`config.mk`:
```
export PLATFORM = sky130hd
export DESIGN_NAME = alu_op_sequencer_flat
export DESIGN_NICKNAME = d
export VERILOG_FILES = /design/src/rtl/alu_op_sequencer_pkg.sv /design/src/rtl/alu_op_sequencer_if.sv /design/src/rtl/alu_op_sequencer_decode.sv /design/src/rtl/alu_op_sequencer.sv /design/src/flat_wrapper.sv
export SDC_FILE = /design/constraint.sdc
export NUM_CORES = 1
export LEC_CHECK = 0
export ABC_CLOCK_PERIOD_IN_PS = 2500
export BUFFER_PORTS_ARGS = -buffer_cell sky130_fd_sc_hd__buf_4
export CORE_MARGIN = 5
export CORE_UTILIZATION = 48
export DETAILED_ROUTE_END_ITERATION = 12
export GPL_TIMING_DRIVEN = 0
export PLACE_DENSITY = 0.78
export SLEW_MARGIN = 20
export SYNTH_ARGS = -nofsm -noshare
export SYNTH_HDL_FRONTEND = slang
export SYNTH_SLANG_ARGS = --single-unit
```
`constraint.sdc`:
```
create_clock -name clk -period 2.5 [get_ports clk]
set_clock_uncertainty 0.15 [all_clocks]
set_input_delay 0 -clock clk [delete_from_list [all_inputs] [get_ports clk]]
set_output_delay 0 -clock clk [all_outputs]
set_load 0.02 [all_outputs]
```
`src/rtl/alu_op_sequencer_pkg.sv`:
```
// +--------------------------------------------------------------------+
// | alu_seq_pkg: opcodes, sequencer states and opcode classifiers      |
// | Rev 1.0                                                            |
// +--------------------------------------------------------------------+
`default_nettype none

package alu_seq_pkg;

  localparam logic [4:0] OP_NOP = 5'd0;
  localparam logic [4:0] OP_ADD = 5'd3;
  localparam logic [4:0] OP_SUB = 5'd4;
  localparam logic [4:0] OP_MUL = 5'd15;
  localparam logic [4:0] OP_DIV = 5'd16;
  localparam logic [4:0] OP_NOT = 5'd18;

  typedef enum logic [1:0] {
    IDLE   = 2'd0,
    LOAD_Y = 2'd1,
    EXEC   = 2'd2,
    RESP   = 2'd3
  } state_t;

  function automatic logic is_legal(input logic [4:0] opc);
    return (opc >= OP_ADD) && (opc <= OP_NOT);
  endfunction

  function automatic logic is_wide(input logic [4:0] opc);
    return (opc == OP_MUL) || (opc == OP_DIV);
  endfunction

endpackage

`default_nettype wire

```
`src/rtl/alu_op_sequencer_if.sv`:
```
// +--------------------------------------------------------------------+
// | alu_op_sequencer_if: request/response channels of the sequencer    |
// | Optional macro: ALU_SEQ_DIV0_CHECK_EN adds rsp_div0. Rev 1.0        |
// +--------------------------------------------------------------------+
`default_nettype none

interface alu_op_sequencer_if #(
  parameter int DATA_W = 32,
  parameter int OPC_W  = 5
);
  logic              req_valid;
  logic              req_ready;
  logic [OPC_W-1:0]  req_opcode;
  logic [DATA_W-1:0] req_a;
  logic [DATA_W-1:0] req_b;
  logic              rsp_valid;
  logic              rsp_ready;
  logic [DATA_W-1:0] rsp_lo;
  logic [DATA_W-1:0] rsp_hi;
  logic              rsp_wide;
  logic              rsp_illegal;
`ifdef ALU_SEQ_DIV0_CHECK_EN
  logic              rsp_div0;
`endif

  modport master (
    output req_valid, req_opcode, req_a, req_b, rsp_ready,
    input  req_ready, rsp_valid, rsp_lo, rsp_hi, rsp_wide, rsp_illegal
`ifdef ALU_SEQ_DIV0_CHECK_EN
    , input rsp_div0
`endif
  );

  modport slave (
    input  req_valid, req_opcode, req_a, req_b, rsp_ready,
    output req_ready, rsp_valid, rsp_lo, rsp_hi, rsp_wide, rsp_illegal
`ifdef ALU_SEQ_DIV0_CHECK_EN
    , output rsp_div0
`endif
  );
endinterface

`default_nettype wire

```
`src/rtl/alu_op_sequencer_decode.sv`:
```
// +--------------------------------------------------------------------+
// | alu_seq_decode: combinational opcode classifier (legal / wide)     |
// | Rev 1.0                                                            |
// +--------------------------------------------------------------------+
`default_nettype none

module alu_seq_decode
  import alu_seq_pkg::*;
#(
  parameter int OPC_W = 5
) (
  input  logic [OPC_W-1:0] opc,
  output logic             legal,
  output logic             wide
);
  assign legal = is_legal(opc);
  assign wide  = is_wide(opc);
endmodule

`default_nettype wire

```
`src/rtl/alu_op_sequencer.sv`:
```
// +--------------------------------------------------------------------+
// | alu_op_sequencer: multi-cycle controller for the shared wide ALU   |
// | Optional macro: ALU_SEQ_DIV0_CHECK_EN (div-by-zero short cut). 1.0 |
// +--------------------------------------------------------------------+
`default_nettype none

module alu_op_sequencer
  import alu_seq_pkg::*;
#(
  parameter int DATA_W      = 32,
  parameter int OPC_W       = 5,
  parameter int MULDIV_WAIT = 2
) (
  input  logic                clk,
  input  logic                reset,
  alu_op_sequencer_if.slave   bus,
  output logic [OPC_W-1:0]    alu_instruction,
  output logic [DATA_W-1:0]   alu_y,
  output logic [DATA_W-1:0]   alu_b,
  input  logic [2*DATA_W-1:0] alu_result,
  output logic                busy
);
  localparam logic [3:0] WAIT_LD = 4'(MULDIV_WAIT);

  state_t              state, state_nxt;
  logic [OPC_W-1:0]    opc_q;
  logic [DATA_W-1:0]   a_q, b_q, y_q;
  logic [3:0]          cnt_q;
  logic [2*DATA_W-1:0] z_q;
  logic                wide_op_q, wide_q, illegal_q;
  logic                dec_legal, dec_wide, accept, rsp_done, div0_hit;

  alu_seq_decode #(.OPC_W(OPC_W)) u_decode (
    .opc   (bus.req_opcode),
    .legal (dec_legal),
    .wide  (dec_wide)
  );

  assign accept   = bus.req_valid && (state == IDLE);
  assign rsp_done = bus.rsp_ready && (state == RESP);

`ifdef ALU_SEQ_DIV0_CHECK_EN
  logic div0_q;
  assign div0_hit     = (bus.req_opcode == OP_DIV) && (bus.req_b == '0);
  assign bus.rsp_div0 = div0_q;

  always_ff @(posedge clk) begin
    if (reset)                  div0_q <= 1'b0;
    else if (accept && div0_hit) div0_q <= 1'b1;
    else if (rsp_done)          div0_q <= 1'b0;
  end
`else
  assign div0_hit = 1'b0;
`endif

  always_ff @(posedge clk) begin
    if (reset) state <= IDLE;
    else       state <= state_nxt;
  end

  always_comb begin
    state_nxt = state;
    case (state)
      IDLE:    if (accept) state_nxt = (!dec_legal || div0_hit) ? RESP : LOAD_Y;
      LOAD_Y:  state_nxt = EXEC;
      EXEC:    if (cnt_q == 4'd0) state_nxt = RESP;
      RESP:    if (rsp_done) state_nxt = IDLE;
      default: state_nxt = IDLE;
    endcase
  end

  always_comb begin
    bus.req_ready   = (state == IDLE);
    bus.rsp_valid   = (state == RESP);
    busy            = (state != IDLE);
    alu_instruction = (state == EXEC) ? opc_q : '0;
    alu_b           = (state == EXEC) ? b_q : '0;
  end

  // Datapath: operand latch, Y register, wait counter and Z capture.
  always_ff @(posedge clk) begin
    if (reset) begin
      opc_q     <= '0;
      a_q       <= '0;
      b_q       <= '0;
      y_q       <= '0;
      cnt_q     <= 4'd0;
      z_q       <= '0;
      wide_op_q <= 1'b0;
      wide_q    <= 1'b0;
      illegal_q <= 1'b0;
    end else begin
      case (state)
        IDLE: if (accept) begin
          opc_q     <= bus.req_opcode;
          a_q       <= bus.req_a;
          b_q       <= bus.req_b;
          wide_op_q <= dec_wide;
          if (!dec_legal) begin
            illegal_q <= 1'b1;
            z_q       <= '0;
          end else if (div0_hit) begin
            wide_q <= 1'b1;
            z_q    <= '0;
          end
        end
        LOAD_Y: begin
          y_q   <= a_q;
          cnt_q <= wide_op_q ? WAIT_LD : 4'd0;
        end
        EXEC: begin
          if (cnt_q != 4'd0) begin
            cnt_q <= cnt_q - 4'd1;
          end else begin
            z_q    <= alu_result;
            wide_q <= wide_op_q;
          end
        end
        RESP: if (rsp_done) begin
          wide_q    <= 1'b0;
          illegal_q <= 1'b0;
        end
        default: ;
      endcase
    end
  end

  assign alu_y           = y_q;
  assign bus.rsp_lo      = z_q[DATA_W-1:0];
  assign bus.rsp_hi      = z_q[2*DATA_W-1:DATA_W];
  assign bus.rsp_wide    = wide_q;
  assign bus.rsp_illegal = illegal_q;

endmodule

`default_nettype wire

```
`src/flat_wrapper.sv`:
```
// flat-port wrapper written by rule: the top's interface ports become plain ports
module alu_op_sequencer_flat import alu_seq_pkg::*;
#(
  parameter int DATA_W      = 32,
  parameter int OPC_W       = 5,
  parameter int MULDIV_WAIT = 2
)
  (clk, reset, alu_instruction, alu_y, alu_b, alu_result, busy, bus_req_valid, bus_req_opcode, bus_req_a, bus_req_b, bus_rsp_ready, bus_req_ready, bus_rsp_valid, bus_rsp_lo, bus_rsp_hi, bus_rsp_wide, bus_rsp_illegal);
  alu_op_sequencer_if #(.DATA_W(DATA_W), .OPC_W(OPC_W)) bus_i ();
  input  logic clk;
  input  logic reset;
  output logic [OPC_W-1:0] alu_instruction;
  output logic [DATA_W-1:0] alu_y;
  output logic [DATA_W-1:0] alu_b;
  input  logic [2*DATA_W-1:0] alu_result;
  output logic busy;
  input wire logic [$bits(bus_i.req_valid)-1:0] bus_req_valid;
  input wire logic [$bits(bus_i.req_opcode)-1:0] bus_req_opcode;
  input wire logic [$bits(bus_i.req_a)-1:0] bus_req_a;
  input wire logic [$bits(bus_i.req_b)-1:0] bus_req_b;
  input wire logic [$bits(bus_i.rsp_ready)-1:0] bus_rsp_ready;
  output wire logic [$bits(bus_i.req_ready)-1:0] bus_req_ready;
  output wire logic [$bits(bus_i.rsp_valid)-1:0] bus_rsp_valid;
  output wire logic [$bits(bus_i.rsp_lo)-1:0] bus_rsp_lo;
  output wire logic [$bits(bus_i.rsp_hi)-1:0] bus_rsp_hi;
  output wire logic [$bits(bus_i.rsp_wide)-1:0] bus_rsp_wide;
  output wire logic [$bits(bus_i.rsp_illegal)-1:0] bus_rsp_illegal;
  assign bus_i.req_valid = bus_req_valid;
  assign bus_i.req_opcode = bus_req_opcode;
  assign bus_i.req_a = bus_req_a;
  assign bus_i.req_b = bus_req_b;
  assign bus_i.rsp_ready = bus_rsp_ready;
  assign bus_req_ready = bus_i.req_ready;
  assign bus_rsp_valid = bus_i.rsp_valid;
  assign bus_rsp_lo = bus_i.rsp_lo;
  assign bus_rsp_hi = bus_i.rsp_hi;
  assign bus_rsp_wide = bus_i.rsp_wide;
  assign bus_rsp_illegal = bus_i.rsp_illegal;
  alu_op_sequencer #(.DATA_W(DATA_W), .OPC_W(OPC_W), .MULDIV_WAIT(MULDIV_WAIT)) u_core (.clk(clk), .reset(reset), .bus(bus_i), .alu_instruction(alu_instruction), .alu_y(alu_y), .alu_b(alu_b), .alu_result(alu_result), .busy(busy));
endmodule
```
==> impl_metrics.py <==
metrics = {
    "logic_synthesis": {
        "synthesis.nets": 956,
        "synth_top_area_share_pct": 50.56,
        "synthTopCellsByArea": "dfxtp_1 (51%), a21oi_1 (9.7%), nand2_1 (7.5%)",
        "ys_ff_latch": 174,
        "ys_warn_count": 0,
        "synth_top_area_cell": "dfxtp_1",
        "ys_seq_area_share_pct": 50.56,
        "synth_area_um2": 6889,
        "yosys.cell_types.count": 35,
        "synth_cells": 813,
        "avgSynthCellArea_um2": 8.474,
    },
    "clock_tree": {
        "cts-root-buf": "clkbuf_16",
        "cts_max_level": 4,
        "clk_latency_ps": 420,
        "cts_max_path_buffers": 2,
        "numCtsBuffers": 17,
        "clkSinkCount": 174,
        "cts_tree": "done",
        "clkTransAtPathRegs_ps": 70,
    },
    "die": {
        "rows": 43,
        "start_util_pct": 49.25,
        "pin_count": 275,
        "core_um2": 13990,
        "dieArea_um2": 16850,
        "die_width_um": 129.8,
        "die_y_um": 129.8,
    },
    "min_path": {
        "min_from": "bus_req_valid",
        "hp-class": "input port to register",
        "holdPathStages": 4,
        "hold_end": "u_core.opc_q[0]$_SDFFE_PP0P_",
    },
    "outcome": {
        "status": "complete, no violations",
    },
    "finish": {
        "area_delta_synth_final_pct": 62.02,
        "final_common_cell": "buf_4",
        "num-fill-cells": 860,
        "multi_input_area_um2": 2994,
        "final_cell_mix": "buf_4 (274), dfxtp_1 (174), nand2_1 (138)",
        "layout-drive-gt1-share_pct": 26.94,
        "diodes": 0,
        "seq_area_um2": 3483,
        "fin_nets": 1383,
        "stdcell_count": 1431,
    },
    "placement": {
        "place_ws_ps": -33.70,
        "dp_cells": 1266,
        "dp_hpwl_mm": 15.70,
        "gp_congestion": 0.8181,
        "io_buffers": 273,
    },
    "routing": {
        "dr.pass1.iters": 7,
        "routedWlPerCell_um": 17.61,
        "drt_iter0_markers": 557,
        "num_vias": 7756,
        "routed_wl_mm": 25.20,
        "drc_errors": 0,
        "routed_via_density": 5.420,
        "antenna_left": 0,
    },
    "timing": {
        "worst_pin_slew_ps": 768.7,
        "final-hold-violation-count": 0,
        "holdWs_ps": 40.80,
        "finalMaxSlewViolations": 0,
        "min_period_over_period_pct": 95.10,
        "setup_ws_ps": 122.6,
        "maxSlewHeadroom_pct": 48.75,
        "period_needed_ps": 2377,
        "finalSetupViolations": 0,
        "timing.fmax_mhz": 420.6,
        "rsz0062_at_grt": "false",
    },
    "power_and_ir_drop": {
        "leakage_nw": 4.709,
        "p_total_mw": 10.18,
        "p_sw_share_pct": 37.48,
        "sequentialPowerShare_pct": 32.8,
        "combPwrFrac_pct": 40.0,
        "p_sw_mw": 3.817,
        "p_int_mw": 6.368,
        "clkPwrFrac_pct": 27.3,
        "power_density_nw_per_um2": 912.5,
        "peakVddDrop_mv": 0.5587,
    },
    "setup_path": {
        "cp.arrival_ps": 2520,
        "worstPathMaxFanout": 10,
        "crit_required_ps": 2640,
        "regToRegSetupSlack_ps": 120,
        "cp-startpoint": "u_core.cnt_q[0]$_SDFFE_PP0P_",
        "ff2ff_path_depth": 8,
        "worstPathCellList": "inv_1 > ha_1 > or3b_1 > buf_6 > a211o_2 > clkbuf_1 > o21ai_0 > a21oi_1",
        "r2r-start": "u_core.cnt_q[0]$_SDFFE_PP0P_",
        "crit_path_top_delay_cell": "a211o_2",
        "slowest_delay_ps": 430,
        "end_kind": "register",
        "regToRegEndpoint": "u_core.z_q[30]$_SDFFE_PP0P_",
        "cp-start-kind": "register",
        "path_class": "register to register",
    },
    "global_routing": {
        "track_usage_pct": 28.67,
        "grt_pass1_wl_mm": 38.54,
        "antenna_found_initial": 0,
        "grt_overflow": 0,
        "grt_pass1_vias": 7679,
        "grt_max_degree": 17,
    },
    "flow_run": {
        "cap_violations": 0,
    },
}
[critical path, delay by kind of cell (launching register included)]
family,cells,cell delay (ps)
AO/OA/AOI/OAI,3,780
flip-flops,1,320
buffers and inverters,3,490
adder cells (fa/ha/maj),1,160
AND/OR/NAND/NOR,1,360
[sequential cells by signal, summed over array words and instances, names as in the netlist]
| name | cells |
|---|---|
| u_core.z_q | 64 |
| u_core.a_q | 32 |
| u_core.alu_y | 32 |
| u_core.b_q | 32 |
| u_core.opc_q | 5 |
| u_core.cnt_q | 4 |
| u_core.state | 2 |
| u_core.bus.rsp_illegal | 1 |
| u_core.bus.rsp_wide | 1 |
| u_core.wide_op_q | 1 |
[power groups by stage]
stage	logic [mW]	clock network [mW]	registers, mW
final	4.07	2.78	3.34
after global routing	4.39	2.91	3.37
after CTS	3.90	2.80	3.32
after detailed placement	3.71	0	3.38
after global placement	3.69	0	3.37
after floorplan	2.33	0	3.52
[through the flow]
step                TNS, ps  util, %  area [µm²]
floorplan                 0        -        6889
global placement          0    65.51        9164
detailed placement   -83.10    65.51        9164
CTS                       0    79.50       11120
global route              0    79.79       11160
finish                    0    79.79       11160
[cells in the mapped netlist]
| cell | n |
|---|---|
| nor4b_1 | 1 |
| dfxtp_1 | 174 |
| or2_2 | 1 |
| o21ai_0 | 67 |
| a311oi_1 | 1 |
| nor2b_1 | 2 |
| ha_1 | 6 |
| nor2_1 | 45 |
| o211ai_1 | 1 |
| and2b_2 | 1 |
| a221oi_1 | 2 |
| a31oi_1 | 1 |
| nand2_1 | 138 |
| a211oi_1 | 3 |
| buf_2 | 12 |
| clkbuf_1 | 50 |
| or3b_1 | 1 |
| mux2i_1 | 36 |
| a21oi_1 | 134 |
| inv_1 | 8 |
| buf_1 | 2 |
| clkbuf_8 | 3 |
| clkbuf_2 | 1 |
| o2111ai_1 | 1 |
| buf_4 | 1 |
| mux2_2 | 1 |
| a211oi_4 | 1 |
| and2_1 | 39 |
| nand3_1 | 1 |
| xor2_1 | 2 |
| a211o_2 | 1 |
| nor3_1 | 2 |
| o31ai_1 | 1 |
| buf_6 | 8 |
| nand4_1 | 65 |
[area by class of cell]
class	instances	share of cell area [%]
clock buffer	22	4.338
clock inverter	8	1.166
timing repair buffer	408	30.56
tap	180	2.018
sequential	174	31.21
multi-input combinational	554	26.82
inverter	8	0.2690
buffer	77	3.621
[routing by layer]
layer	vias up	GRT usage (%)	routed length, µm
li1	3660	-	-
met1	3579	32.62	9500
met2	426	50.29	12210
met4	0	11.92	1023
met5	-	0	0
met3	91	8.391	2475
[how the worst max path moves through the flow]
stage | depth (start not counted) | slack, ps | to
floorplan | 8 | 370 | u_core.z_q[57]$_SDFFE_PP0P_
global placement | 9 | 50 | u_core.b_q[22]$_SDFFE_PP0P_
detailed placement | 9 | -30 | u_core.b_q[30]$_SDFFE_PP0P_
CTS | 9 | 10 | u_core.z_q[48]$_SDFFE_PP0P_
global route | 8 | 2 | u_core.z_q[36]$_SDFFE_PP0P_
finish | 8 | 120 | u_core.z_q[30]$_SDFFE_PP0P_
[kinds of logic (layout without fill, tap and decap cells)]
family,count (synthesis),in the layout,share of synthesized area (%)
AO/OA/AOI/OAI,213,213,16.18
XOR/XNOR,2,2,0.2543
adder cells (fa/ha/maj),6,6,1.090
buffers and inverters,85,523,6.230
flip-flops,174,174,50.56
multiplexers,37,37,5.394
AND/OR/NAND/NOR,296,296,20.29
[what timing repair did]
item | CTS | global route
pin swaps | 0 | 1
setup endpoints to repair | 10 | 58
endpoints found under the hold margin | 138 | 0
hold buffers | 134 | 0
gates resized for setup | 1 | 7
setup buffers | 0 | 1
Power figures use the tool's default switching activity.
